## src/rtl/lc3_fetch_pkg.sv

```systemverilog
// Shared types and constants for the LC3 instruction fetch stage.
package lc3_fetch_pkg;

    typedef logic [15:0] lc3_word_t;

    typedef enum logic [1:0] {
        ST_IDLE  = 2'd0,
        ST_REQ   = 2'd1,
        ST_WAIT  = 2'd2,
        ST_DRAIN = 2'd3
    } fetch_state_e;

    localparam lc3_word_t LC3_DEFAULT_RESET_PC = 16'h3000;

    // Program-counter increment, wrapping modulo 2^16.
    function automatic lc3_word_t lc3_inc(input lc3_word_t a);
        return a + 16'd1;
    endfunction

endpackage

```

## src/rtl/lc3_fetch_if.sv

```systemverilog
// Instruction-memory request/acknowledge bus between the fetch unit and memory.
interface lc3_fetch_if;
    import lc3_fetch_pkg::*;

    logic      imem_rd;
    lc3_word_t imem_addr;
    logic      imem_ack;
    lc3_word_t imem_dout;

    modport master (output imem_rd, imem_addr, input imem_ack, imem_dout);
    modport slave  (input imem_rd, imem_addr, output imem_ack, imem_dout);

endinterface

```

## src/rtl/lc3_fetch_watchdog.sv

```systemverilog
// Fetch watchdog: counts cycles spent waiting for a memory ack and raises a
// sticky timeout flag once TIMEOUT_CYCLES consecutive waiting cycles elapse.
module lc3_fetch_watchdog #(
    parameter int TIMEOUT_CYCLES = 64
) (
    input  logic clock,
    input  logic reset,
    input  logic active,
    input  logic ack,
    output logic timeout
);

    localparam int CNT_W = $clog2(TIMEOUT_CYCLES + 1);
    localparam logic [CNT_W-1:0] LAST = CNT_W'(TIMEOUT_CYCLES - 1);

    logic [CNT_W-1:0] cnt;

    always_ff @(posedge clock or posedge reset) begin
        if (reset) begin
            cnt     <= '0;
            timeout <= 1'b0;
        end else if (!active || ack) begin
            cnt <= '0;
        end else if (cnt == LAST) begin
            // Counter parks at the limit; the flag stays set until reset.
            timeout <= 1'b1;
        end else begin
            cnt <= cnt + 1'b1;
        end
    end

endmodule

```

## src/rtl/lc3_fetch_unit.sv

```systemverilog
// LC3 fetch stage: PC, single-outstanding instruction fetch, branch squash.
// Optional watchdog compiled in with `define LC3_FETCH_WATCHDOG_EN.
module lc3_fetch_unit
    import lc3_fetch_pkg::*;
#(
    parameter lc3_word_t RESET_PC       = LC3_DEFAULT_RESET_PC,
    parameter int        TIMEOUT_CYCLES = 64
) (
    input  logic       clock,
    input  logic       reset,
    input  logic       enable_fetch,
    input  logic       br_taken,
    input  lc3_word_t  taddr,
    lc3_fetch_if.master imem,
    output lc3_word_t  pc,
    output lc3_word_t  dout,
    output lc3_word_t  npc_out,
    output logic       enable_decode,
    output logic       fetch_timeout
);

    fetch_state_e state;

    assign imem.imem_rd   = (state == ST_REQ);
    assign imem.imem_addr = pc;

    always_ff @(posedge clock or posedge reset) begin
        if (reset) begin
            state         <= ST_IDLE;
            pc            <= RESET_PC;
            dout          <= 16'h0000;
            npc_out       <= RESET_PC;
            enable_decode <= 1'b0;
        end else begin
            enable_decode <= 1'b0;
            if (br_taken) pc <= taddr;
            case (state)
                ST_IDLE: begin
                    if (enable_fetch && !br_taken) state <= ST_REQ;
                end
                ST_REQ: begin
                    state <= br_taken ? ST_DRAIN : ST_WAIT;
                end
                ST_WAIT: begin
                    if (imem.imem_ack) begin
                        // A redirect in the ack cycle squashes the returning word.
                        if (!br_taken) begin
                            dout          <= imem.imem_dout;
                            npc_out       <= lc3_inc(pc);
                            pc            <= lc3_inc(pc);
                            enable_decode <= 1'b1;
                        end
                        state <= enable_fetch ? ST_REQ : ST_IDLE;
                    end else if (br_taken) begin
                        state <= ST_DRAIN;
                    end
                end
                ST_DRAIN: begin
                    if (imem.imem_ack) state <= enable_fetch ? ST_REQ : ST_IDLE;
                end
                default: state <= ST_IDLE;
            endcase
        end
    end

`ifdef LC3_FETCH_WATCHDOG_EN
    lc3_fetch_watchdog #(
        .TIMEOUT_CYCLES(TIMEOUT_CYCLES)
    ) u_watchdog (
        .clock   (clock),
        .reset   (reset),
        .active  ((state == ST_WAIT) || (state == ST_DRAIN)),
        .ack     (imem.imem_ack),
        .timeout (fetch_timeout)
    );
`else
    // TIMEOUT_CYCLES is never negative, so the flag is constant 0 here.
    assign fetch_timeout = (TIMEOUT_CYCLES < 0);
`endif

endmodule

```

## src/flat_wrapper.sv

```systemverilog
// flat-port wrapper written by rule: the top's interface ports become plain ports
module lc3_fetch_unit_flat import lc3_fetch_pkg::*;
#(
    parameter lc3_word_t RESET_PC       = LC3_DEFAULT_RESET_PC,
    parameter int        TIMEOUT_CYCLES = 64
)
  (clock, reset, enable_fetch, br_taken, taddr, pc, dout, npc_out, enable_decode, fetch_timeout, imem_imem_rd, imem_imem_addr, imem_imem_ack, imem_imem_dout);
  lc3_fetch_if imem_i ();
  input  logic clock;
  input  logic reset;
  input  logic enable_fetch;
  input  logic br_taken;
  input  lc3_word_t taddr;
  output lc3_word_t pc;
  output lc3_word_t dout;
  output lc3_word_t npc_out;
  output logic enable_decode;
  output logic fetch_timeout;
  output wire logic [$bits(imem_i.imem_rd)-1:0] imem_imem_rd;
  output wire logic [$bits(imem_i.imem_addr)-1:0] imem_imem_addr;
  input wire logic [$bits(imem_i.imem_ack)-1:0] imem_imem_ack;
  input wire logic [$bits(imem_i.imem_dout)-1:0] imem_imem_dout;
  assign imem_imem_rd = imem_i.imem_rd;
  assign imem_imem_addr = imem_i.imem_addr;
  assign imem_i.imem_ack = imem_imem_ack;
  assign imem_i.imem_dout = imem_imem_dout;
  lc3_fetch_unit #(.RESET_PC(RESET_PC), .TIMEOUT_CYCLES(TIMEOUT_CYCLES)) u_core (.clock(clock), .reset(reset), .enable_fetch(enable_fetch), .br_taken(br_taken), .taddr(taddr), .imem(imem_i), .pc(pc), .dout(dout), .npc_out(npc_out), .enable_decode(enable_decode), .fetch_timeout(fetch_timeout));
endmodule
```

## config.mk

```make
export PLATFORM = sky130hd
export DESIGN_NAME = lc3_fetch_unit_flat
export DESIGN_NICKNAME = d
export VERILOG_FILES = /design/src/rtl/lc3_fetch_pkg.sv /design/src/rtl/lc3_fetch_if.sv /design/src/rtl/lc3_fetch_watchdog.sv /design/src/rtl/lc3_fetch_unit.sv /design/src/flat_wrapper.sv
export SDC_FILE = /design/constraint.sdc
export NUM_CORES = 1
export LEC_CHECK = 0
export CAP_MARGIN = 10
export CORE_ASPECT_RATIO = 0.7
export CORE_UTILIZATION = 40
export CTS_BUF_LIST = sky130_fd_sc_hd__clkbuf_4 sky130_fd_sc_hd__clkbuf_8
export CTS_CLUSTER_SIZE = 12
export DETAILED_ROUTE_END_ITERATION = 8
export PLACE_DENSITY = 0.78
export SLEW_MARGIN = 20
export SYNTH_ARGS = -nofsm -noshare
export SYNTH_HDL_FRONTEND = slang
export SYNTH_SLANG_ARGS = --single-unit
```

## constraint.sdc

```tcl
create_clock -name clock -period 1.69 [get_ports clock]
set_clock_uncertainty 0.1 [all_clocks]
set_input_delay 0.338 -clock clock [delete_from_list [all_inputs] [get_ports clock]]
set_output_delay 0.338 -clock clock [all_outputs]
set_load 0.05 [all_outputs]
```

==> impl_metrics.tcl <==
set metrics [dict create \
    max_cap_violations 0 \
    ys.flop_type "dfrtp_1" \
    drt-total-wl_um 7410 \
    synth_area_leader_cell "dfrtp_1" \
    grt_antenna_before_repair 1 \
    synthArstFlopShare_pct 100 \
    ys_types 33 \
    ys_seq_area_share_pct 50.7 \
    nFillCells 382 \
    via_per_inst 5.13 \
    netlist_top_cells_area "dfrtp_1, nand2_1, xnor2_1, o21ai_0, buf_4" \
    wire_per_inst_um 15.7 \
    final_cell_mix "nand2_1, buf_12, buf_4, clkdlybuf4s50_1, dfrtp_1" \
    cts.sinks 51 \
    clk_path_buf_depth 2 \
    r2r-end "u_core.imem.imem_addr[14]" \
    antenna_cells 0 \
    rsz0062_at_grt "yes" \
    drive_gt1_share_pct 37.4 \
    place_congestion 0.835 \
    ios 104 \
    start_util_pct 42.8 \
    synth_edf_count 0 \
    period_share_pct 113 \
    status "complete, but fails checks" \
    syn_area_per_cell_um2 8.96 \
    port_buffers 102 \
    final_net_count 435 \
    num_rows 23 \
    crit_type "flip-flop to flip-flop" \
    design_power_total_mw 7.30 \
    endpoint_kind "flip-flop" \
    grt_usage_pct 22.3 \
    setup_ws_ns -0.212 \
    first_iter_violations 99 \
    synthesis.area_um2 2530 \
    dieArea_um2 6640 \
    grt_pass1_wl_um 11700 \
    core_area_um2 5900 \
    die_y_um 68.5 \
    grt_max_degree 35 \
    synth_nets 320 \
    cts_max_level 2 \
    cts_buffers 5 \
    vias 2427 \
    setup_violations 4 \
    hold_path.class "primary input to asynchronous set/reset pin" \
    cts.root.buffer_cell "clkbuf_8" \
    ir_drop_mv 1.19 \
    first_pass_iters 5 \
    grt_remaining_overflow 0 \
    critPathLaunchType "flip-flop" \
    place_ws_ns -0.281 \
    yosysWarnings 0 \
    drtAntennaViolNets 0 \
    fmax_mhz 526 \
    violations "setup timing" \
    syn_inst 282 \
    p_leak_nw 2.04 \
    cts_tree "yes" \
    route.detailed.drc 0 \
    clk_pin_slew_ns 0.09 \
    worst-r2r-cell-count 4 \
    cts_hold_buf 0 \
    cp_data_arrival_time_ns 1.99 \
    final_common_cell "nand2_1" \
    worstPathRequired_ns 1.78 \
    hold_viol 0 \
    reg2reg_from "u_core.imem.imem_addr[12]" \
    synth_top_area_share_pct 46.6 \
    clk_latency_ns 0.30 \
    power_density_nw_per_um2 1630 \
    synth-seq-cells 51 \
    area_growth_pct 77.2 \
    die_w_um 97.0 \
    r2r_slack_ns -0.21 \
    slew_viol_final 0 \
    startpoint "u_core.imem.imem_addr[12]" \
    fin_crit_ns 1.90 \
    critPathMaxFanout 3 \
    dp_hpwl_um 5400 \
    grt_pass1_vias 2413 \
    endpoint "u_core.imem.imem_addr[14]" \
]
metrics by stage:
| stage | setup TNS [ns] | util [%] | cells | hold WS, ns | instance area [um2] |
|---|---|---|---|---|---|
| 2_1_floorplan | -1.79 | - | 282 | 0.343 | 2560 |
| 3_3_place_gp | -1.86 | 71.8 | 460 | 0.359 | 4230 |
| 3_5_place_dp | -3.43 | 71.8 | 460 | 0.364 | 4230 |
| 4_1_cts | -0.396 | 74.4 | 470 | 0.203 | 4390 |
| 5_1_grt | -0.799 | 75.9 | 473 | 0.213 | 4480 |
| 6_report | -0.476 | 75.9 | 473 | 0.203 | 4480 |
cell families after synthesis:
logic type | Yosys count | share of synthesized area [%]
fa+ha+maj | 1 | 0.495
other cells | 1 | 0.148
compound gates | 34 | 7.68
xor+xnor | 24 | 8.32
flops | 51 | 50.7
simple gates | 129 | 23.1
mux | 2 | 0.842
buf+inv | 40 | 8.72
sequential cells by signal, indices dropped and copies added, names as in the netlist:
signal                 count
u_core.dout               16
u_core.enable_decode       1
u_core.imem.imem_addr     16
u_core.npc_out            16
u_core.state               2
worst max-delay path, cell delays in order, from the launching register on:
cell and delay (ns):
dfstp_2 0.55, nand4_1 0.17, or4_4 0.58, o21ai_0 0.29, nand3_2 0.10
cells in the mapped netlist, drive strengths merged, types with 5 or more instances:
| master | number |
|---|---|
| nand4 | 6 |
| xor2 | 7 |
| dfrtp | 47 |
| xnor2 | 17 |
| clkbuf | 13 |
| o21ai | 27 |
| nand3 | 9 |
| buf | 22 |
| nor2 | 5 |
| inv | 5 |
| nor4 | 7 |
| nand2 | 90 |
layout make-up:
class	instances	area, um2	area share (%)
Clock inverter	1	30.0	0.671
Multi-Input combinational cell	191	1120	25.1
Timing Repair Buffer	143	1830	40.9
Sequential cell	51	1300	29.0
Inverter	5	18.8	0.419
Clock buffer	7	83.8	1.87
Tap cell	75	93.8	2.10
routing by layer:
layer | global-route usage, % | vias up | part of all wire [%]
met5 | 0 | - | 0
met3 | 5.95 | 17 | 7.0
met2 | 38.9 | 103 | 50
li1 | - | 1138 | -
met1 | 27.7 | 1169 | 42
met4 | 7.09 | 0 | 1.4
worst min-delay path by stage:
| stage | slack (ns) | startpoint | to | depth (start not counted) |
|---|---|---|---|---|
| 2_1_floorplan | 0.34 | imem_imem_dout[0] | u_core.dout[0] | 2 |
| 3_5_place_dp | 0.36 | u_core.dout[3] | u_core.dout[3] | 2 |
| 3_3_place_gp | 0.36 | u_core.dout[9] | u_core.dout[9] | 2 |
| 5_1_grt | 0.21 | reset | u_core.dout[3] | 2 |
| 4_1_cts | 0.20 | reset | u_core.dout[3] | 2 |
| 6_report | 0.20 | reset | u_core.dout[3] | 2 |
power by group:
group / switching, mW / total [mW] / internal [mW]
clock: 0.402 / 0.878 / 0.476
sequential: 0.379 / 2.06 / 1.68
combinational: 2.51 / 4.36 / 1.85
total: 3.29 / 7.30 / 4.01
what timing repair did:
item,4_1_cts,5_1_grt
gates resized for setup,6,14
buffers inserted,2,4
pin swaps,4,9
endpoints found under the setup margin,5,15
(Power assumes the default switching activity.)
